[src/rtl/alu10_pkg.sv]
// Shared definitions for the alu10 execution-stage ALU: opcodes, flag bit
// positions and the saturation limits used when ALU_SAT_EN is defined.
package alu10_pkg;

    localparam int ALU_W = 10;

    localparam logic [2:0] OP_ADD  = 3'b000;
    localparam logic [2:0] OP_SUB  = 3'b001;
    localparam logic [2:0] OP_AND  = 3'b010;
    localparam logic [2:0] OP_SHL  = 3'b011;
    localparam logic [2:0] OP_SRA  = 3'b100;
    localparam logic [2:0] OP_PASS = 3'b101;
    localparam logic [2:0] OP_OR   = 3'b110;
    localparam logic [2:0] OP_XOR  = 3'b111;

    localparam int FLAG_Z = 0;
    localparam int FLAG_N = 1;
    localparam int FLAG_C = 2;
    localparam int FLAG_V = 3;

    localparam logic signed [ALU_W-1:0] SAT_POS = {1'b0, {(ALU_W-1){1'b1}}};
    localparam logic signed [ALU_W-1:0] SAT_NEG = {1'b1, {(ALU_W-1){1'b0}}};

endpackage

[src/rtl/alu10_shifter.sv]
// Combinational shift unit for alu10: SHL and SRA results with their
// carry (last bit shifted out) and, for SHL, the signed-overflow indication.
module alu10_shifter #(
    parameter int WIDTH = 10,
    parameter int SH_W  = $clog2(WIDTH)
) (
    input  logic signed [WIDTH-1:0] a,
    input  logic        [SH_W-1:0]  shamt,
    output logic signed [WIDTH-1:0] shl_res,
    output logic                    shl_c,
    output logic                    shl_v,
    output logic signed [WIDTH-1:0] sra_res,
    output logic                    sra_c
);

    // Wide enough to hold A shifted by the largest encodable amount plus sign.
    localparam int EXT_W = WIDTH + (1 << SH_W);

    logic signed [EXT_W-1:0]     shl_ext;
    logic        [EXT_W-WIDTH:0] shl_top;
    logic signed [WIDTH:0]       sra_ext;

    // Shift in an extended domain so carry and overflow fall out as plain bits:
    // bit WIDTH of the SHL product is the last bit pushed out, and the extra
    // bit below A in the SRA path catches the last bit shifted out the bottom.
    always_comb begin
        shl_ext = {{(EXT_W-WIDTH){a[WIDTH-1]}}, a} <<< shamt;
        shl_top = shl_ext[EXT_W-1:WIDTH-1];
        shl_res = shl_ext[WIDTH-1:0];
        shl_c   = (shamt != '0) & shl_ext[WIDTH];
        shl_v   = ~((&shl_top) | ~(|shl_top));

        sra_ext = $signed({a, 1'b0}) >>> shamt;
        sra_res = sra_ext[WIDTH:1];
        sra_c   = sra_ext[0];
    end

endmodule

[src/rtl/alu10.sv]
// alu10: registered WIDTH-bit signed ALU with {V,C,N,Z} flags, one-cycle
// latency, one operation per clock. Define ALU_SAT_EN to make ADD/SUB
// saturate on signed overflow instead of wrapping.
module alu10
    import alu10_pkg::*;
#(
    parameter int WIDTH = ALU_W
) (
    input  logic                    i_clk,
    input  logic                    i_rst_n,
    input  logic signed [WIDTH-1:0] i_arg0,
    input  logic signed [WIDTH-1:0] i_arg1,
    input  logic        [2:0]       i_oper,
    output logic signed [WIDTH-1:0] o_result,
    output logic        [3:0]       o_flag
);

    localparam int SH_W = $clog2(WIDTH);

    logic        [WIDTH:0]   sum_w;
    logic        [WIDTH:0]   dif_w;
    logic signed [WIDTH-1:0] shl_res;
    logic signed [WIDTH-1:0] sra_res;
    logic                    shl_c;
    logic                    shl_v;
    logic                    sra_c;
    logic signed [WIDTH-1:0] res_c;
    logic                    c_c;
    logic                    v_c;
    logic        [3:0]       flag_c;
    logic signed [WIDTH-1:0] result_p1;
    logic        [3:0]       flag_p1;

    // Overflow always saturates toward the sign of A: for both ADD and SUB
    // a positive A can only overflow upward and a negative A downward.
    function automatic logic signed [WIDTH-1:0] sat_value(input logic a_sign);
        if (a_sign)
            return {1'b1, {(WIDTH-1){1'b0}}};
        else
            return {1'b0, {(WIDTH-1){1'b1}}};
    endfunction

    alu10_shifter #(
        .WIDTH (WIDTH),
        .SH_W  (SH_W)
    ) u_shifter (
        .a       (i_arg0),
        .shamt   (i_arg1[SH_W-1:0]),
        .shl_res (shl_res),
        .shl_c   (shl_c),
        .shl_v   (shl_v),
        .sra_res (sra_res),
        .sra_c   (sra_c)
    );

    // Unsigned WIDTH+1 sums give carry-out and borrow directly in the top bit.
    assign sum_w = {1'b0, i_arg0} + {1'b0, i_arg1};
    assign dif_w = {1'b0, i_arg0} - {1'b0, i_arg1};

    // Opcode decode: select the result and raw carry/overflow, then derive N/Z.
    always_comb begin
        res_c = '0;
        c_c   = 1'b0;
        v_c   = 1'b0;
        case (i_oper)
            OP_ADD: begin
                res_c = sum_w[WIDTH-1:0];
                c_c   = sum_w[WIDTH];
                v_c   = (i_arg0[WIDTH-1] == i_arg1[WIDTH-1]) &&
                        (sum_w[WIDTH-1] != i_arg0[WIDTH-1]);
`ifdef ALU_SAT_EN
                if (v_c)
                    res_c = sat_value(i_arg0[WIDTH-1]);
`endif
            end
            OP_SUB: begin
                res_c = dif_w[WIDTH-1:0];
                c_c   = dif_w[WIDTH];
                v_c   = (i_arg0[WIDTH-1] != i_arg1[WIDTH-1]) &&
                        (dif_w[WIDTH-1] != i_arg0[WIDTH-1]);
`ifdef ALU_SAT_EN
                if (v_c)
                    res_c = sat_value(i_arg0[WIDTH-1]);
`endif
            end
            OP_AND:  res_c = i_arg0 & i_arg1;
            OP_SHL: begin
                res_c = shl_res;
                c_c   = shl_c;
                v_c   = shl_v;
            end
            OP_SRA: begin
                res_c = sra_res;
                c_c   = sra_c;
            end
            OP_PASS: res_c = i_arg0;
            OP_OR:   res_c = i_arg0 | i_arg1;
            OP_XOR:  res_c = i_arg0 ^ i_arg1;
            default: res_c = '0;
        endcase

        flag_c         = '0;
        flag_c[FLAG_V] = v_c;
        flag_c[FLAG_C] = c_c;
        flag_c[FLAG_N] = res_c[WIDTH-1];
        flag_c[FLAG_Z] = (res_c == '0);
    end

    // Stage p0 -> p1: capture result and flags every clock; reset clears both.
    always_ff @(posedge i_clk or negedge i_rst_n) begin
        if (!i_rst_n) begin
            result_p1 <= '0;
            flag_p1   <= '0;
        end else begin
            result_p1 <= res_c;
            flag_p1   <= flag_c;
        end
    end

    assign o_result = result_p1;
    assign o_flag   = flag_p1;

endmodule

[config.mk]
export PLATFORM = sky130hd
export DESIGN_NAME = alu10
export DESIGN_NICKNAME = d
export VERILOG_FILES = /design/src/rtl/alu10_pkg.sv /design/src/rtl/alu10_shifter.sv /design/src/rtl/alu10.sv
export SDC_FILE = /design/constraint.sdc
export NUM_CORES = 1
export LEC_CHECK = 0
export BUFFER_PORTS_ARGS = -buffer_cell sky130_fd_sc_hd__buf_2
export CAP_MARGIN = 20
export CORE_MARGIN = 2
export CORE_UTILIZATION = 45
export CTS_CLUSTER_SIZE = 25
export DETAILED_ROUTE_END_ITERATION = 12
export MAX_ROUTING_LAYER = met4
export PLACE_DENSITY_LB_ADDON = 0.12
export SLEW_MARGIN = 5
export SYNTH_ARGS = -nofsm -noshare
export SYNTH_HDL_FRONTEND = slang
export SYNTH_SLANG_ARGS = --single-unit
[constraint.sdc]
create_clock -name i_clk -period 0.8 [get_ports i_clk]
set_input_delay 0.08 -clock i_clk [delete_from_list [all_inputs] [get_ports i_clk]]
set_output_delay 0.08 -clock i_clk [all_outputs]
set_load 0.01 [all_outputs]
==> load_flow_metrics.sql, run 1 <==
INSERT INTO impl_metrics (metric_group, metric, value, unit) VALUES
('status', 'status', 'finished with violations', ''),
('status', 'violations', 'setup timing', ''),
('floorplan', 'die_w', '88.8', 'um'),
('critical_path', 'worst_setup_path_startpoint', 'i_arg1[0]', ''),
('finish', 'drive_gt1_frac', '0.601', ''),
('worst_hold_path', 'hold_path_class', 'in -> async', ''),
('logic_synthesis', 'area_share_of_and_or_nand_nor_cells_after_synthesis', '0.235', ''),
('critical_path', 'timing.critical_path.fanout_max', '6', ''),
('detailed_routing', 'first_pass_iters', '8', ''),
('detailed_routing', 'drt-vias-per-instance', '6.39', ''),
('logic_synthesis', 'synth_fp_nets', '477', ''),
('logic_synthesis', 'netlist.area_leader.share', '0.120', ''),
('logic_synthesis', 'synth_enable_flop_cells', '0', ''),
('sta', 'finalWorstSetupSlack', '-1.31', 'ns'),
('global_route', 'grt_pass1_vias', '4388', ''),
('pwr', 'p_leak', '2.67', 'nW'),
('logic_synthesis', 'synth_most_common_cell', 'sky130_fd_sc_hd__nand2_1', ''),
('sta', 'finalCritPeriodShare', '2.64', ''),
('logic_synthesis', 'synthXorXnorAreaFrac', '0.0190', ''),
('sta', 'rsz0062_at_grt', 'true', ''),
('logic_synthesis', 'post_synthesis_register_bit_count', '13', ''),
('logic_synthesis', 'synth-adder-area-share', '0.132', ''),
('logic_synthesis', 'synth_compound_area_frac', '0.267', ''),
('sta', 'fmax', '0.474', 'GHz'),
('sta', 'worst_tran_pin_value', '0.486', 'ns'),
('logic_synthesis', 'synthCells', '419', ''),
('logic_synthesis', 'yosys_warnings', '0', ''),
('clock_network', 'cts.path.max_buffers', '2', ''),
('detailed_routing', 'via_count', '4644', ''),
('finish', 'fin_nets', '690', ''),
('global_route', 'antenna_found_initial', '0', ''),
('logic_synthesis', 'yosysSeqAreaShare', '0.101', ''),
('detailed_routing', 'first_iter_violations', '505', ''),
('clock_network', 'cts_tree', 'done', ''),
('pwr', 'pwr_density_cell', '940', 'nW/um^2'),
('logic_synthesis', 'yosys-top-cells-area', 'sky130_fd_sc_hd__ha_1 (12%), sky130_fd_sc_hd__mux4_2 (10%), sky130_fd_sc_hd__dfrtp_1 (10%)', ''),
('global_route', 'grt_start_max_net_pins', '17', ''),
('critical_path', 'path_class', 'in -> reg', ''),
('logic_synthesis', 'ys_dominant_reg_cell', 'sky130_fd_sc_hd__dfrtp_1', ''),
('clock_network', 'clk_pin_slew', '0.05', 'ns'),
('global_route', 'grt.total_usage', '0.385', ''),
('detailed_routing', 'wire_per_inst', '21.5', 'um'),
('floorplan', 'core', '6870', 'um^2'),
('logic_synthesis', 'synth_top_family_by_area', 'compound AO/OA/AOI/OAI gates', ''),
('place', 'routabilityCongestion', '0.969', ''),
('critical_path', 'critical_path.startpoint_type', 'input port', ''),
('logic_synthesis', 'syn-mean-instance-area', '7.72', 'um^2'),
('finish', 'finalInstanceArea', '6040', 'um^2'),
('logic_synthesis', 'post_synthesis_mux_area_share', '0.160', ''),
('sta', 'report.final.slew_viol_count', '0', ''),
('critical_path', 'cp_data_required_time', '0.95', 'ns'),
('floorplan', 'fp-row-count', '30', ''),
('sta', 'timing.final.crit_period', '2.11', 'ns'),
('place', 'dp_hpwl', '10.4', 'mm'),
('place', 'port-buffer-count', '38', ''),
('clock_network', 'cts_htree_levels', '1', ''),
('critical_path', 'worst_setup_path_end_kind', 'flop', ''),
('run', 'timing.max_cap.violations', '0', ''),
('finish', 'finalCoreUtilization', '0.879', ''),
('sta', 'timing.max_slew.rel_slack', '0.673', ''),
('logic_synthesis', 'synthDominantAreaCellType', 'sky130_fd_sc_hd__ha_1', ''),
('clock_network', 'cts_inserted_buffers', '3', ''),
('global_route', 'grt_overflow_total', '0', ''),
('sta', 'hold_slack', '0.245', 'ns'),
('floorplan', 'dieArea', '7880', 'um^2'),
('detailed_routing', 'detail_route.drc_violations', '0', ''),
('floorplan', 'ioPinCount', '39', ''),
('detailed_routing', 'route.final.wire_length', '15.6', 'mm'),
('floorplan', 'initial_utilization', '0.471', ''),
('sta', 'final-setup-viol-count', '26', ''),
('detailed_routing', 'drt.antenna.violating_nets', '0', '');
## per-stage QoR
step | setup WS (ns) | instances | total power [W]
finish | -1.31 | 727 | 0.00568
global route | -1.35 | 727 | 0.00594
CTS | -1.31 | 717 | 0.00511
detailed placement | -1.66 | 685 | 0.00399
global placement | -1.62 | 685 | 0.00392
floorplan | -1.42 | 419 | 0.00257
## worst max path at each step
stage / endpoint / slack, ns / cells after the start
finish: o_flag[0]$_DFF_PN0_ / -1.31 / 11
global route: o_flag[0]$_DFF_PN0_ / -1.35 / 11
CTS: o_flag[0]$_DFF_PN0_ / -1.31 / 8
detailed placement: o_flag[0]$_DFF_PN0_ / -1.66 / 9
global placement: o_flag[0]$_DFF_PN0_ / -1.62 / 8
floorplan: o_flag[0]$_DFF_PN0_ / -1.42 / 8
## what timing repair did
item	in CTS	in global routing
pin swaps	40	40
setup buffers	29	11
gates cloned	1	0
resized for setup	128	58
hold endpoints to repair	13	0
hold buffers	1	0
setup endpoints to repair	24	27
## routing by layer
metal	wire, um	GRT usage	vias to the layer above
met3	1370	0.0410	111
li1	-	-	1986
met2	7230	0.640	364
met1	5910	0.472	2183
met4	1130	0.165	0
met5	0	-	-
## layout by cell type, fill, tap and decap left out, drive strengths merged, types with 13 or more instances in the layout
cell / instances
buf: 244
nand2: 32
ha: 31
inv: 30
a21oi: 25
nor2: 23
nor3: 20
nand2b: 17
o21ai: 17
mux4: 16
nand3: 14
dfrtp: 13
## power breakdown
group | internal [W] | switching, W
sequential | 0.000748 | 0.0000288
clock | 0.000351 | 0.000221
combinational | 0.00220 | 0.00213
total | 0.00330 | 0.00238
## registers in the layout, indices dropped and copies added, names as in the netlist
register and flops:
o_flag 4, o_result 9
## critical path: stages
cell and delay (ns):
sky130_fd_sc_hd__buf_12 0.12, sky130_fd_sc_hd__buf_6 0.12, sky130_fd_sc_hd__ha_4 0.16, sky130_fd_sc_hd__fa_2 0.40, sky130_fd_sc_hd__a21oi_4 0.24, sky130_fd_sc_hd__nor2_1 0.09
sky130_fd_sc_hd__nor2_1 0.15, sky130_fd_sc_hd__a32oi_1 0.08, sky130_fd_sc_hd__o211a_2 0.15, sky130_fd_sc_hd__or4b_4 0.54, sky130_fd_sc_hd__nor4_4 0.14
## cell type report
type / count / area (um^2)
Timing Repair Buffer: 245 / 2040
Tap cell: 96 / 120
Multi-Input combinational cell: 337 / 3360
Sequential cell: 13 / 325
Inverter: 32 / 153
Clock buffer: 4 / 45.0
Fill cell: 338 / 830
## logic make-up after synthesis
group                      count (synthesis)
muxes                                     30
AOI/OAI and AO/OA                        121
xor gates and xnor gates                   7
and+or+nand+nor                          146
adders and majority gates                 33
DFF                                       13
buffers and inverters                     69
Note: power is estimated with default switching activity, not from simulation.
==> run 2, diff against run 1 <==
==> constraint.sdc (replaced) <==
create_clock -name i_clk -period 0.8 [get_ports i_clk]
set_input_delay 0 -clock i_clk [delete_from_list [all_inputs] [get_ports i_clk]]
set_output_delay 0 -clock i_clk [all_outputs]
set_load 0.01 [all_outputs]
==> run 2 against run 1 <==
  * The flow still finishes with violations (setup timing)
  * Die area did not move
  * Non-clock buffer count fell by 1
  * Sequential power fell by 1%
  * Wire length rose by 11%
  * Worst setup slack got worse by 0.0095 ns
==> load_flow_metrics.sql, run 2 (synthesized netlist as in run 1, its figures left out) <==
INSERT INTO impl_metrics (metric_group, metric, value, unit) VALUES
('status', 'status', 'finished with violations', ''),
('status', 'violations', 'setup timing', ''),
('critical_path', 'worst_setup_path_end_kind', 'flop', ''),
('sta', 'fmax', '0.472', 'GHz'),
('detailed_routing', 'drt-vias-per-instance', '6.68', ''),
('clock_network', 'cts.root.buffer_cell', 'sky130_fd_sc_hd__clkbuf_8', ''),
('critical_path', 'timing.critical_path.cells', 'buf_12, mux4_2, mux2_4, a221oi_4, nand4_1, o211a_2, or4b_4, nor4_4', ''),
('critical_path', 'timing.critical_path.fanout_max', '6', ''),
('clock_network', 'cts_htree_levels', '1', ''),
('sta', 'timing.final.hold_violations', '0', ''),
('critical_path', 'timing.critical_path.slowest_cell_delay', '0.55', 'ns'),
('critical_path', 'cp_data_required_time', '0.95', 'ns'),
('place', 'port-buffer-count', '38', ''),
('pwr', 'finalPower', '0.00575', 'W'),
('place', 'place_worst_setup_slack', '-1.59', 'ns'),
('global_route', 'grt.total_usage', '0.404', ''),
('place', 'placed_cell_area', '4880', 'um^2'),
('sta', 'final-setup-viol-count', '13', ''),
('critical_path', 'path_class', 'in -> reg', ''),
('finish', 'layout.cells.most_common_list', 'sky130_fd_sc_hd__buf_4 (169), sky130_fd_sc_hd__buf_6 (33), sky130_fd_sc_hd__nand2_1 (30)', ''),
('global_route', 'grt_start_max_net_pins', '17', ''),
('pwr', 'pwr_density_cell', '963', 'nW/um^2'),
('clock_network', 'clock-sinks', '13', ''),
('finish', 'fin_nets', '689', ''),
('finish', 'area_growth', '84.7', '%'),
('global_route', 'grt_overflow_total', '0', ''),
('finish', 'multiInputGateArea', '3290', 'um^2'),
('detailed_routing', 'drt.antenna.violating_nets', '0', ''),
('worst_hold_path', 'hold_path_class', 'in -> async', ''),
('global_route', 'grt_use_met2', '0.666', ''),
('sta', 'rsz0062_at_grt', 'true', ''),
('finish', 'filler_cell_count', '358', ''),
('floorplan', 'ioPinCount', '39', ''),
('critical_path', 'crit_path_buffers_inverters', '1', ''),
('detailed_routing', 'detail_route.drc_violations', '0', ''),
('detailed_routing', 'route.final.wire_length', '17.4', 'mm'),
('critical_path', 'critPathTopFamily', 'multiplexers', ''),
('floorplan', 'die_height', '88.8', 'um'),
('global_route', 'globalRouteMet3Util', '0.0578', ''),
('detailed_routing', 'first_iter_violations', '741', ''),
('sta', 'finalWorstSetupSlack', '-1.32', 'ns'),
('critical_path', 'worst_path_max_delay_cell', 'sky130_fd_sc_hd__or4b_4', ''),
('floorplan', 'fp-row-count', '30', ''),
('sta', 'timing.max_slew.rel_slack', '0.669', ''),
('global_route', 'grt_pass1_vias', '4648', ''),
('floorplan', 'initial_utilization', '0.471', ''),
('finish', 'final_common_cell', 'sky130_fd_sc_hd__buf_4', ''),
('global_route', 'antenna_found_initial', '0', ''),
('critical_path', 'critical_path.startpoint_type', 'input port', ''),
('sta', 'finalCritPeriodShare', '2.65', ''),
('detailed_routing', 'via_count', '4849', ''),
('finish', 'largest_reg_flops', '9', ''),
('place', 'dp_hpwl', '10.4', 'mm'),
('clock_network', 'cts_inserted_buffers', '3', ''),
('finish', 'finalInstanceArea', '5970', 'um^2'),
('run', 'timing.max_cap.violations', '0', ''),
('sta', 'report.final.slew_viol_count', '0', ''),
('finish', 'final-seq-area', '325', 'um^2'),
('global_route', 'wire_length_of_the_first_global_routing_pass', '23.7', 'mm'),
('floorplan', 'dieArea', '7880', 'um^2'),
('critical_path', 'arrival', '2.27', 'ns'),
('detailed_routing', 'wire_per_inst', '24.0', 'um'),
('global_route', 'gr-max-usage-layer', 'met2', ''),
('sta', 'worst_tran_pin_value', '0.496', 'ns'),
('clock_network', 'cts_tree', 'done', ''),
('finish', 'antennaDiodeCount', '0', ''),
('sta', 'timing.final.crit_period', '2.12', 'ns'),
('clock_network', 'clk_pin_slew', '0.05', 'ns'),
('sta', 'setup-tns-final', '-12.54', 'ns'),
('pwr', 'p_leak', '2.65', 'nW'),
('finish', 'finalCoreUtilization', '0.869', ''),
('place', 'routabilityCongestion', '0.969', ''),
('clock_network', 'cts.path.max_buffers', '2', ''),
('global_route', 'global_route.usage.met1', '0.467', ''),
('detailed_routing', 'first_pass_iters', '7', ''),
('finish', 'drive_gt1_frac', '0.584', ''),
('floorplan', 'core', '6870', 'um^2'),
('floorplan', 'die_w', '88.8', 'um'),
('pwr', 'irDropWorstVdd', '0.000475', 'V');
[run 2: changes by cell type in the layout (fill, tap and decap cells not counted), sizes merged]
cell,before,now
buf,244,241
clkbuf,4,6
[run 2: how the worst max path moves through the flow]
stage | start | end | slack (ns) | cells past startpoint
finish | i_arg1[0] | o_flag[0]$_DFF_PN0_ | -1.32 | 8
global route | i_arg1[1] | o_flag[0]$_DFF_PN0_ | -1.37 | 11
CTS | i_arg1[0] | o_flag[0]$_DFF_PN0_ | -1.23 | 8
detailed placement | i_arg1[0] | o_flag[0]$_DFF_PN0_ | -1.59 | 9
global placement | i_arg1[0] | o_flag[0]$_DFF_PN0_ | -1.54 | 8
floorplan | i_arg1[0] | o_flag[0]$_DFF_PN0_ | -1.34 | 8
[run 2: area by class of cell]
type	count	share of cell area
clock buffer	4	0.00754
inverter	32	0.0247
multi-input combinational	337	0.551
sequential	13	0.0545
tap	96	0.0201
timing repair buffer	244	0.342
[run 2: where the power goes]
group	internal (W)	switching (W)	total (W)	leakage [nW]
Combinational	0.00220	0.00221	0.00441	2.47
Sequential	0.000747	0.0000207	0.000767	0.160
Clock	0.000351	0.000218	0.000569	0.0228
Total	0.00330	0.00245	0.00575	2.65
[run 2: stage by stage]
stage / hold slack (ns) / cells
after global placement: -0.114 / 685
final: 0.187 / 726
after global routing: 0.217 / 726
after detailed placement: -0.106 / 685
after floorplan: -0.296 / 419
after CTS: 0.185 / 718
[run 2: metal layers]
layer,up-vias,part of all wire
li1,1999,-
met1,2210,0.35
met2,454,0.46
met3,186,0.11
met4,0,0.090
met5,-,0
[run 2: what timing repair did]
item / 4_1_cts / 5_1_grt
hold endpoints to repair: 13 / 0
gates resized for setup: 127 / 42
endpoints found under the setup margin: 13 / 13
buffers inserted: 28 / 10
cloned: 2 / 0
pin swaps: 45 / 25
hold buffers: 1 / 0
